--- config.mk ---
export PLATFORM = sky130hd
export DESIGN_NAME = fetch_ctrl
export DESIGN_NICKNAME = d
export VERILOG_FILES = /design/src/rtl/fetch_pkg.sv /design/src/rtl/fetch_skid.sv /design/src/rtl/fetch_ctrl.sv
export SDC_FILE = /design/constraint.sdc
export NUM_CORES = 1
export LEC_CHECK = 0
export ABC_AREA = 1
export CAP_MARGIN = 10
export CORE_UTILIZATION = 35
export DETAILED_ROUTE_END_ITERATION = 10
export GPL_ROUTABILITY_DRIVEN = 0
export PLACE_DENSITY = 0.67
export SETUP_SLACK_MARGIN = 0.05
export SLEW_MARGIN = 10
export SYNTH_ARGS = -nofsm -noshare
export SYNTH_HDL_FRONTEND = slang
export SYNTH_SLANG_ARGS = --single-unit
--- constraint.sdc ---
create_clock -name clk -period 2.2 [get_ports clk]
set_input_delay 0.55 -clock clk [delete_from_list [all_inputs] [get_ports clk]]
set_output_delay 0.55 -clock clk [all_outputs]
set_load 0.02 [all_outputs]
--- src/rtl/fetch_pkg.sv ---
// Shared types and constants for the instruction-fetch controller.
// Holds the FSM state encoding, the NOP encoding and the default PC increment.
package fetch_pkg;

  typedef enum logic [1:0] {
    ST_IDLE,
    ST_FETCH,
    ST_HOLD,
    ST_DRAIN
  } fetch_state_e;

  localparam int NOP_INSTR       = 0;
  localparam int PC_STEP_DEFAULT = 1;

endpackage

--- src/rtl/fetch_skid.sv ---
// One-entry skid buffer that parks a fetched instruction and its PC
// while decode is backpressuring the IF/ID register.
module fetch_skid
  import fetch_pkg::*;
#(
  parameter int BUS_WIDTH   = 16,
  parameter int INSTR_WIDTH = 16
) (
  input  logic                   clk,
  input  logic                   rst,
  input  logic                   load,
  input  logic                   drop,
  input  logic [BUS_WIDTH-1:0]   load_pc,
  input  logic [INSTR_WIDTH-1:0] load_instr,
  output logic                   skid_valid,
  output logic [BUS_WIDTH-1:0]   skid_pc,
  output logic [INSTR_WIDTH-1:0] skid_instr
);

  logic                   valid_reg;
  logic [BUS_WIDTH-1:0]   pc_reg;
  logic [INSTR_WIDTH-1:0] instr_reg;

  // Load wins over drop: a fresh capture always replaces a stale entry.
  always_ff @(posedge clk) begin
    if (rst) begin
      valid_reg <= 1'b0;
      pc_reg    <= '0;
      instr_reg <= INSTR_WIDTH'(NOP_INSTR);
    end else if (load) begin
      valid_reg <= 1'b1;
      pc_reg    <= load_pc;
      instr_reg <= load_instr;
    end else if (drop) begin
      valid_reg <= 1'b0;
    end
  end

  assign skid_valid = valid_reg;
  assign skid_pc    = pc_reg;
  assign skid_instr = instr_reg;

endmodule

--- src/rtl/fetch_ctrl.sv ---
// Instruction-fetch controller: steers the PC register, runs the imem
// request handshake, and fills the IF/ID register with redirect flush.
module fetch_ctrl
  import fetch_pkg::*;
#(
  parameter int BUS_WIDTH   = 16,
  parameter int INSTR_WIDTH = 16,
  parameter int PC_STEP     = PC_STEP_DEFAULT
) (
  input  logic                   clk,
  input  logic                   rst,
  input  logic [BUS_WIDTH-1:0]   pc,
  output logic [BUS_WIDTH-1:0]   pc_next,
  output logic                   stall,
  output logic                   imem_req,
  output logic [BUS_WIDTH-1:0]   imem_addr,
  input  logic                   imem_ready,
  input  logic [INSTR_WIDTH-1:0] imem_rdata,
  input  logic                   redirect,
  input  logic [BUS_WIDTH-1:0]   redirect_target,
  input  logic                   id_stall,
  output logic                   ifid_valid,
  output logic [BUS_WIDTH-1:0]   ifid_pc,
  output logic [INSTR_WIDTH-1:0] ifid_instr
);

  fetch_state_e           state_reg, state_next;
  logic [BUS_WIDTH-1:0]   pend_target_reg, pend_target_next;
  logic                   ifid_valid_reg;
  logic [BUS_WIDTH-1:0]   ifid_pc_reg;
  logic [INSTR_WIDTH-1:0] ifid_instr_reg;

  logic                   can_accept;
  logic                   cap_mem, cap_skid;
  logic                   skid_load, skid_drop, skid_valid;
  logic [BUS_WIDTH-1:0]   skid_pc, pc_inc;
  logic [INSTR_WIDTH-1:0] skid_instr;

  assign can_accept = !ifid_valid_reg || !id_stall;
  assign pc_inc     = pc + BUS_WIDTH'(PC_STEP);
  assign imem_addr  = pc;

  fetch_skid #(
    .BUS_WIDTH  (BUS_WIDTH),
    .INSTR_WIDTH(INSTR_WIDTH)
  ) u_skid (
    .clk       (clk),
    .rst       (rst),
    .load      (skid_load),
    .drop      (skid_drop),
    .load_pc   (pc),
    .load_instr(imem_rdata),
    .skid_valid(skid_valid),
    .skid_pc   (skid_pc),
    .skid_instr(skid_instr)
  );

  always_ff @(posedge clk) begin
    if (rst) begin
      state_reg       <= ST_IDLE;
      pend_target_reg <= '0;
    end else begin
      state_reg       <= state_next;
      pend_target_reg <= pend_target_next;
    end
  end

  always_comb begin
    state_next       = state_reg;
    pend_target_next = pend_target_reg;
    stall            = 1'b1;
    pc_next          = pc;
    imem_req         = 1'b0;
    cap_mem          = 1'b0;
    cap_skid         = 1'b0;
    skid_load        = 1'b0;
    skid_drop        = 1'b0;
    if (!rst) begin
      case (state_reg)
        ST_IDLE: begin
          state_next = ST_FETCH;
          if (redirect) begin
            stall   = 1'b0;
            pc_next = redirect_target;
          end
        end
        ST_FETCH: begin
          imem_req = 1'b1;
          if (imem_ready) begin
            if (redirect) begin
              stall   = 1'b0;
              pc_next = redirect_target;
            end else if (can_accept) begin
              cap_mem = 1'b1;
              stall   = 1'b0;
              pc_next = pc_inc;
            end else begin
              skid_load  = 1'b1;
              state_next = ST_HOLD;
            end
          end else if (redirect) begin
            // Request is in flight and cannot be abandoned; remember where to go.
            pend_target_next = redirect_target;
            state_next       = ST_DRAIN;
          end
        end
        ST_HOLD: begin
          if (redirect) begin
            skid_drop  = 1'b1;
            stall      = 1'b0;
            pc_next    = redirect_target;
            state_next = ST_FETCH;
          end else if (can_accept && skid_valid) begin
            cap_skid   = 1'b1;
            skid_drop  = 1'b1;
            stall      = 1'b0;
            pc_next    = pc_inc;
            state_next = ST_FETCH;
          end
        end
        ST_DRAIN: begin
          imem_req = 1'b1;
          if (redirect) pend_target_next = redirect_target;
          if (imem_ready) begin
            stall      = 1'b0;
            pc_next    = redirect ? redirect_target : pend_target_reg;
            state_next = ST_FETCH;
          end
        end
        default: state_next = ST_IDLE;
      endcase
    end
  end

  // Flush beats capture so a taken branch never lets a wrong-path instruction through.
  always_ff @(posedge clk) begin
    if (rst) begin
      ifid_valid_reg <= 1'b0;
      ifid_pc_reg    <= '0;
      ifid_instr_reg <= INSTR_WIDTH'(NOP_INSTR);
    end else if (redirect) begin
      ifid_valid_reg <= 1'b0;
    end else if (cap_mem) begin
      ifid_valid_reg <= 1'b1;
      ifid_pc_reg    <= pc;
      ifid_instr_reg <= imem_rdata;
    end else if (cap_skid) begin
      ifid_valid_reg <= 1'b1;
      ifid_pc_reg    <= skid_pc;
      ifid_instr_reg <= skid_instr;
    end else if (!id_stall) begin
      ifid_valid_reg <= 1'b0;
    end
  end

  assign ifid_valid = ifid_valid_reg;
  assign ifid_pc    = ifid_pc_reg;
  assign ifid_instr = ifid_instr_reg;

endmodule

==> results.json <==
{
  "gr-usage-met2_pct": 40.0,
  "drive_above_1_share_pct": 28.2,
  "holdPathEnd": "u_skid.skid_instr[11]",
  "initial_core_util_pct": 35.9,
  "grt_pass1_wl_um": 29900,
  "violations": "negative setup slack",
  "coreArea_sq_um": 14600,
  "yosysTopAreaCell": "dfxtp_1",
  "cp.buffers_inverters": 5,
  "grt_use_total_pct": 24.0,
  "cts_root_buf": "clkbuf_16",
  "clkPwrFrac_pct": 33.8,
  "yosys_warnings": 0,
  "num_rows": 44,
  "p_sw_mw": 1.41,
  "dieArea_sq_um": 15500,
  "netlist-cell-type-count": 36,
  "cp-start-kind": "register",
  "vias": 6419,
  "grt_pass1_vias": 6121,
  "netlist_instances": 819,
  "drt_iter0_markers": 565,
  "post-route-util_pct": 56.4,
  "leakagePower_nw": 3.44,
  "synth_nets": 873,
  "holdBufCountCts": 0,
  "cts_tree": "yes",
  "via_per_inst": 5.22,
  "rsz0062_at_grt": "yes",
  "max_freq_mhz": 398,
  "arrival_ns": 1.96,
  "ant_nets": 0,
  "wl_per_cell_um": 15.3,
  "crit_path_top_delay_cell": "dfxtp_4",
  "post-route-period-util_pct": 114,
  "crit_type": "register to output port",
  "clock_sinks": 84,
  "first_pass_iters": 5,
  "timing.final.ws_setup_ns": -0.312,
  "slew_violations": 0,
  "grt-busiest-layer": "met2",
  "crit_fanout": 8,
  "power.density_nw_per_um2": 534,
  "hold_path.class": "register to register",
  "antenna_found_initial": 0,
  "dp_slack_ns": -1.19,
  "die_h_um": 124,
  "seq_power_share_pct": 36.3,
  "min_from": "u_skid.skid_instr[11]",
  "r2r_start": "state_reg[0]",
  "io_buffers": 119,
  "worst_hold_slack_ns": 0.451,
  "synth_area_sq_um": 5240,
  "r2r_end": "ifid_instr[15]",
  "power_mw": 4.39,
  "slowest_delay_ns": 0.37,
  "reg2regPathDepth": 11,
  "cts-buffers-inserted": 9,
  "slew_headroom_pct": 79.2,
  "switching_share_pct": 32.0,
  "grtUsageMet3_pct": 5.15,
  "status": "complete, but fails checks",
  "yosysTopAreaCellShare_pct": 32.1,
  "crit_chain": "buf_12 > nor2_4 > buf_12 > clkinvlp_4 > a21oi_2 > nand2_1 > nand2_1 > o21ai_1 > nand3_1 > nand2_1 > inv_2 > buf_6",
  "finalWirelength_um": 18900,
  "cp_top_family": "buffers and inverters",
  "ys_top_cells_by_area": "dfxtp_1, nand2_1, a21oi_1",
  "crit_top_cell": "nand2_1",
  "htreeDepth": 3,
  "clock_skew_ns": 0.00726,
  "p_int_mw": 2.99,
  "drc_errors": 0,
  "num_io_pins": 120,
  "die-width_um": 124,
  "drv_cap": 0,
  "critical_path_required_ns": 1.65,
  "syn_to_final_growth_pct": 57.1,
  "ir_worst_vdd_mv": 0.421,
  "rrSetupSlack_ns": 0.36,
  "endpoint_kind": "output port",
  "n_antenna_cell": 0,
  "combPwrFrac_pct": 29.9,
  "worst_pin_slew_ns": 0.309,
  "worstHoldPathCells": 2,
  "cts_buffer_depth": 2,
  "cts.clk_slew.worst_paths_ns": 0.07,
  "nets": 1094,
  "use_met1_pct": 29.8,
  "syn_area_per_cell_sq_um": 6.40,
  "gr-total-overflow": 0,
  "clock_latency_ns": 0.35,
  "seq_area_frac_synth_pct": 32.1,
  "setup_violations": 17,
  "ys_ff_latch": 84,
  "dp_hpwl_um": 13200,
  "fin_crit_ns": 2.51,
  "grt_max_degree": 43,
  "hold_viol_final": 0
}
==> worst register-to-register path, delay by kind of cell, from the launching register on <==
kind	cells	cell delay [ns]
flops	1	0.38
simple gates	3	0.30
compound gates	2	0.22
buf+inv	6	0.82
==> power by group through the flow <==
stage          registers (mW)  logic (mW)  clock network, mW
6_report                 1.60        1.31               1.49
3_3_place_gp             1.63        1.14                  0
4_1_cts                  1.60        1.25               1.51
5_1_grt                  1.60        1.41               1.58
2_1_floorplan            1.64       0.574                  0
3_5_place_dp             1.63        1.15                  0
==> per-layer routing <==
metal	share of wire, %	vias up
met2	48	240
met5	0	-
li1	-	3136
met4	2.2	0
met3	6.3	34
met1	43	3009
==> final cells by class <==
cell class	count	area, sq um
clock buffers	10	239
clock inverters	6	48.8
repair buffers	273	2560
flip-flops and latches	84	1690
inverters	77	305
well taps	184	230
repair inverters	1	7.51
multi-input cells	594	3150
fillers	1376	6350
==> metrics by stage <==
step | setup TNS (ns) | cells | cell area (sq um)
after global routing | -5.93 | 1229 | 8230
after floorplan | 0 | 819 | 5270
after CTS | -3.30 | 1224 | 8080
after detailed placement | -28.35 | 1189 | 7420
after global placement | -26.91 | 1189 | 7420
final | -4.08 | 1229 | 8230
==> Yosys cell counts (all sizes together) <==
cell type,instances
o211ai,9
o221ai,1
ha,1
nand3b,1
nand4,6
a22oi,14
a31oi,2
a21oi,98
nand2,145
nand3,47
xnor2,1
nor3,25
nor2,135
dfxtp,84
buf,46
xor2,8
o22ai,2
clkbuf,19
a211oi,1
o2111ai,2
inv,77
o21ai,92
or2,3
==> kinds of logic (layout without fill, tap and decap cells) <==
kind of cell / after synthesis / after routing / share of synthesized area, %
flip-flops: 84 / 84 / 32.1
AND/OR/NAND/NOR: 362 / 363 / 29.8
buffers and inverters: 142 / 367 / 13.4
AO/OA/AOI/OAI: 221 / 221 / 23.0
adder cells (fa/ha/maj): 1 / 1 / 0.239
XOR/XNOR: 9 / 9 / 1.50
==> layout by cell type (no fill, tap or decap), types with 2 or more instances in the layout <==
| master | n |
|---|---|
| inv_4 | 5 |
| inv_1 | 57 |
| dfxtp_1 | 81 |
| inv_2 | 13 |
| buf_2 | 8 |
| buf_4 | 125 |
| nor2_4 | 9 |
| buf_12 | 14 |
| clkdlybuf4s50_1 | 79 |
| clkdlybuf4s15_2 | 5 |
| dlygate4sd2_1 | 6 |
| xor2_1 | 7 |
| or2_2 | 2 |
| clkbuf_16 | 9 |
| a31oi_4 | 2 |
| a22oi_1 | 14 |
| dfxtp_4 | 2 |
| a21oi_1 | 91 |
| nand3_1 | 36 |
| nand2_2 | 8 |
| clkinv_4 | 2 |
| nor2_2 | 6 |
| o21ai_2 | 7 |
| o21ai_0 | 44 |
| nor2_8 | 2 |
| nor3_1 | 25 |
| nand3_4 | 3 |
| clkinvlp_4 | 4 |
| nand2_1 | 130 |
| o22ai_2 | 2 |
| o21ai_1 | 41 |
| nor2_1 | 118 |
| clkbuf_4 | 2 |
| nand2_4 | 7 |
| buf_6 | 32 |
| nand3_2 | 9 |
| a21oi_2 | 7 |
| o211ai_1 | 9 |
| nand4_1 | 6 |
==> how the worst max path moves through the flow <==
stage	start	cells after the start	to	slack, ns
5_1_grt	state_reg[0]	10	pc_next[0]	-0.42
6_report	state_reg[0]	12	pc_next[12]	-0.31
4_1_cts	pc[1]	14	pc_next[12]	-0.23
2_1_floorplan	pc[0]	11	pc_next[14]	0.04
3_3_place_gp	pc[0]	12	pc_next[6]	-1.19
3_5_place_dp	pc[0]	12	pc_next[6]	-1.19
==> timing repair <==
action	4_1_cts	5_1_grt
cloned	1	1
setup buffers	18	4
gates resized for setup	255	36
endpoints found under the setup margin	34	17
pin swaps	34	32
No activity file was read; power rests on OpenSTA's default activity.
==> RTL change: new RTL, config.mk and constraints unchanged <==
`INSTR_WIDTH` is set to 16 in 2 places; all go to 12.
--- a/src/rtl/fetch_skid.sv
+++ b/src/rtl/fetch_skid.sv
@@ -4,7 +4,7 @@
   import fetch_pkg::*;
 #(
   parameter int BUS_WIDTH   = 16,
-  parameter int INSTR_WIDTH = 16
+  parameter int INSTR_WIDTH = 12
 ) (
   input  logic                   clk,
   input  logic                   rst,
--- a/src/rtl/fetch_ctrl.sv
+++ b/src/rtl/fetch_ctrl.sv
@@ -4,7 +4,7 @@
   import fetch_pkg::*;
 #(
   parameter int BUS_WIDTH   = 16,
-  parameter int INSTR_WIDTH = 16,
+  parameter int INSTR_WIDTH = 12,
   parameter int PC_STEP     = PC_STEP_DEFAULT
 ) (
   input  logic                   clk,
Ports: changed (resized ifid_instr and imem_rdata); port bits go from 120 to 112. The function was not compared with the original's and may differ.
==> RTL change against the unedited design <==
  * The flow still finishes with violations (setup timing)
  * Setup slack worse by 0.0072 ns
  * Cell area down 6.6%
  * Count of clock-buffer cells in the layout down 1
  * Sequential cell count down 8
  * Total power down 7.5%
  * Core utilization up 1.4 points
  * Area after synthesis down 8.4%
  * Critical endpoint is now pc_next[0]
  * Highest routed layer unchanged
  * Largest cell class unchanged
  * Wire length down 7.6%
==> RTL change: results (changes against the unedited design) <==
* Leak at 3.165 nW (was 3.444 nW)
* Max IR drop VDD at 0.3911 mV (was 0.4211 mV)
* CP max stage delay at 0.19 ns (was 0.37 ns)
* Reg2Reg Setup Slack at 0.42 ns (was 0.36 ns)
* First-pass GRT wire length at 27250 um (was 29880 um)
* Layout area overhead at 60.11% (was 57.10%)
* Slowest-stage cell, CP: nor2_4 (was dfxtp_4)
* Dominant cells by area after synthesis: dfxtp_1 32%, nand2_1 10%, nor2_1 10%, a21oi_1 9.8%, o21ai_0 7.1% (was dfxtp_1 32%, nand2_1 10%, a21oi_1 9.4%, nor2_1 9.2%, o21ai_0 6.8%)
* Final setup violation count at 17 (unchanged)
* Cells after Synth at 776 (was 819)
* Worst-Margin Slew at 0.3905 ns (was 0.3087 ns)
* CP startpoint: id_stall (was state_reg[0]$_SDFFE_PP0P_)
* Worst r2r src: ifid_valid$_SDFFE_PP0P_ (was state_reg[0]$_SDFFE_PP0P_)
* Pint at 2.735 mW (was 2.987 mW)
* Placed Instances at 1115 (was 1189)
* Share of post-route cells with drive strength above 1 at 0.2977 (was 0.2823)
* Layout filler cell count at 1250 (was 1376)
* Crit-path max FO at 4 (was 8)
* WL met1 at 7842 um (was 8132 um)
* WHS Endpoint: u_skid.skid_pc[2]$_SDFFE_PP0P_ (was u_skid.skid_instr[11]$_SDFFE_PP0P_)
* Vias in the first global route at 5460 (was 6121)
* Wire per inst at 15.15 um (was 15.34 um)
* Failing checks: setup timing (unchanged)
* Clock skew at 0.008909 ns (was 0.007260 ns)
* Hold Startpoint: u_skid.skid_pc[2]$_SDFFE_PP0P_ (was u_skid.skid_instr[11]$_SDFFE_PP0P_)
* Worst flop-to-flop path endpoint: ifid_instr[9]$_SDFFE_PP0P_ (was ifid_instr[15]$_SDFFE_PP0P_)
* Post-DP Area at 6808 um2 (was 7418 um2)
* Synth unique cells at 34 (was 36)
* Most frequent cells after synthesis: 132 x nand2_1, 128 x nor2_1, 94 x a21oi_1 (was 144 x nand2_1, 129 x nor2_1, 98 x a21oi_1)
* Sequential area share after synthesis at 0.3168 (was 0.3208)
* Syn nets at 826 (was 873)
* CP top delay family: simple AND/OR/NAND/NOR gates (was buffers and inverters)
* Final WS setup at -0.3196 ns (was -0.3124 ns)
* Gr usage total at 0.2420 (was 0.2396)
* Status: complete, but fails checks (unchanged)
-- RTL change: changes by cell type after synthesis, moves of 6 or more --
cell      change
dfxtp_1       -8
buf_6        -10
clkbuf_1     +12
inv_1         -6
nand2_1      -12
-- RTL change: final cells by class --
class | instances | share of cell area
tap | 176 | 0.02864
timing repair buffer | 245 | 0.2957
multi-input combinational | 564 | 0.4028
sequential | 76 | 0.1984
inverter | 73 | 0.03678
clock buffer | 9 | 0.02929
clock inverter | 7 | 0.008462
-- RTL change: layer usage --
layer / track usage / up-vias
met5: 0 / -
met4: 0.09494 / 0
met3: 0.05460 / 42
met2: 0.3725 / 259
met1: 0.3261 / 2658
li1: - / 2946
-- RTL change: kinds of logic (layout without fill, tap and decap cells) --
| logic type | after synthesis | count (layout) | share of synthesized area |
|---|---|---|---|
| flip-flops | 76 | 76 | 0.3168 |
| buffers and inverters | 137 | 334 | 0.1253 |
| AND/OR/NAND/NOR | 342 | 343 | 0.3012 |
| XOR/XNOR | 10 | 10 | 0.01824 |
| AO/OA/AOI/OAI | 210 | 210 | 0.2358 |
| adder cells (fa/ha/maj) | 1 | 1 | 0.002605 |
-- RTL change: timing repair --
action,CTS,global route
endpoints found under the setup margin,63,20
gates resized for setup,267,68
pin swaps,44,46
hold buffers,0,0
cloned,2,1
buffers inserted,13,3
-- RTL change: through the flow --
stage / hold WS (ns) / setup WS (ns)
finish: 0.4530 / -0.3196
floorplan: 0.4307 / 0.04929
global placement: 0.4385 / -1.183
global route: 0.4683 / -0.3645
CTS: 0.4538 / -0.2646
detailed placement: 0.4436 / -1.153
-- RTL change: power groups by stage --
stage,sequential [mW],clock (mW),combinational (mW)
global route,1.44,1.56,1.25
finish,1.44,1.47,1.16
floorplan,1.48,0,0.505
detailed placement,1.47,0,1.01
CTS,1.44,1.50,1.09
global placement,1.47,0,1.01
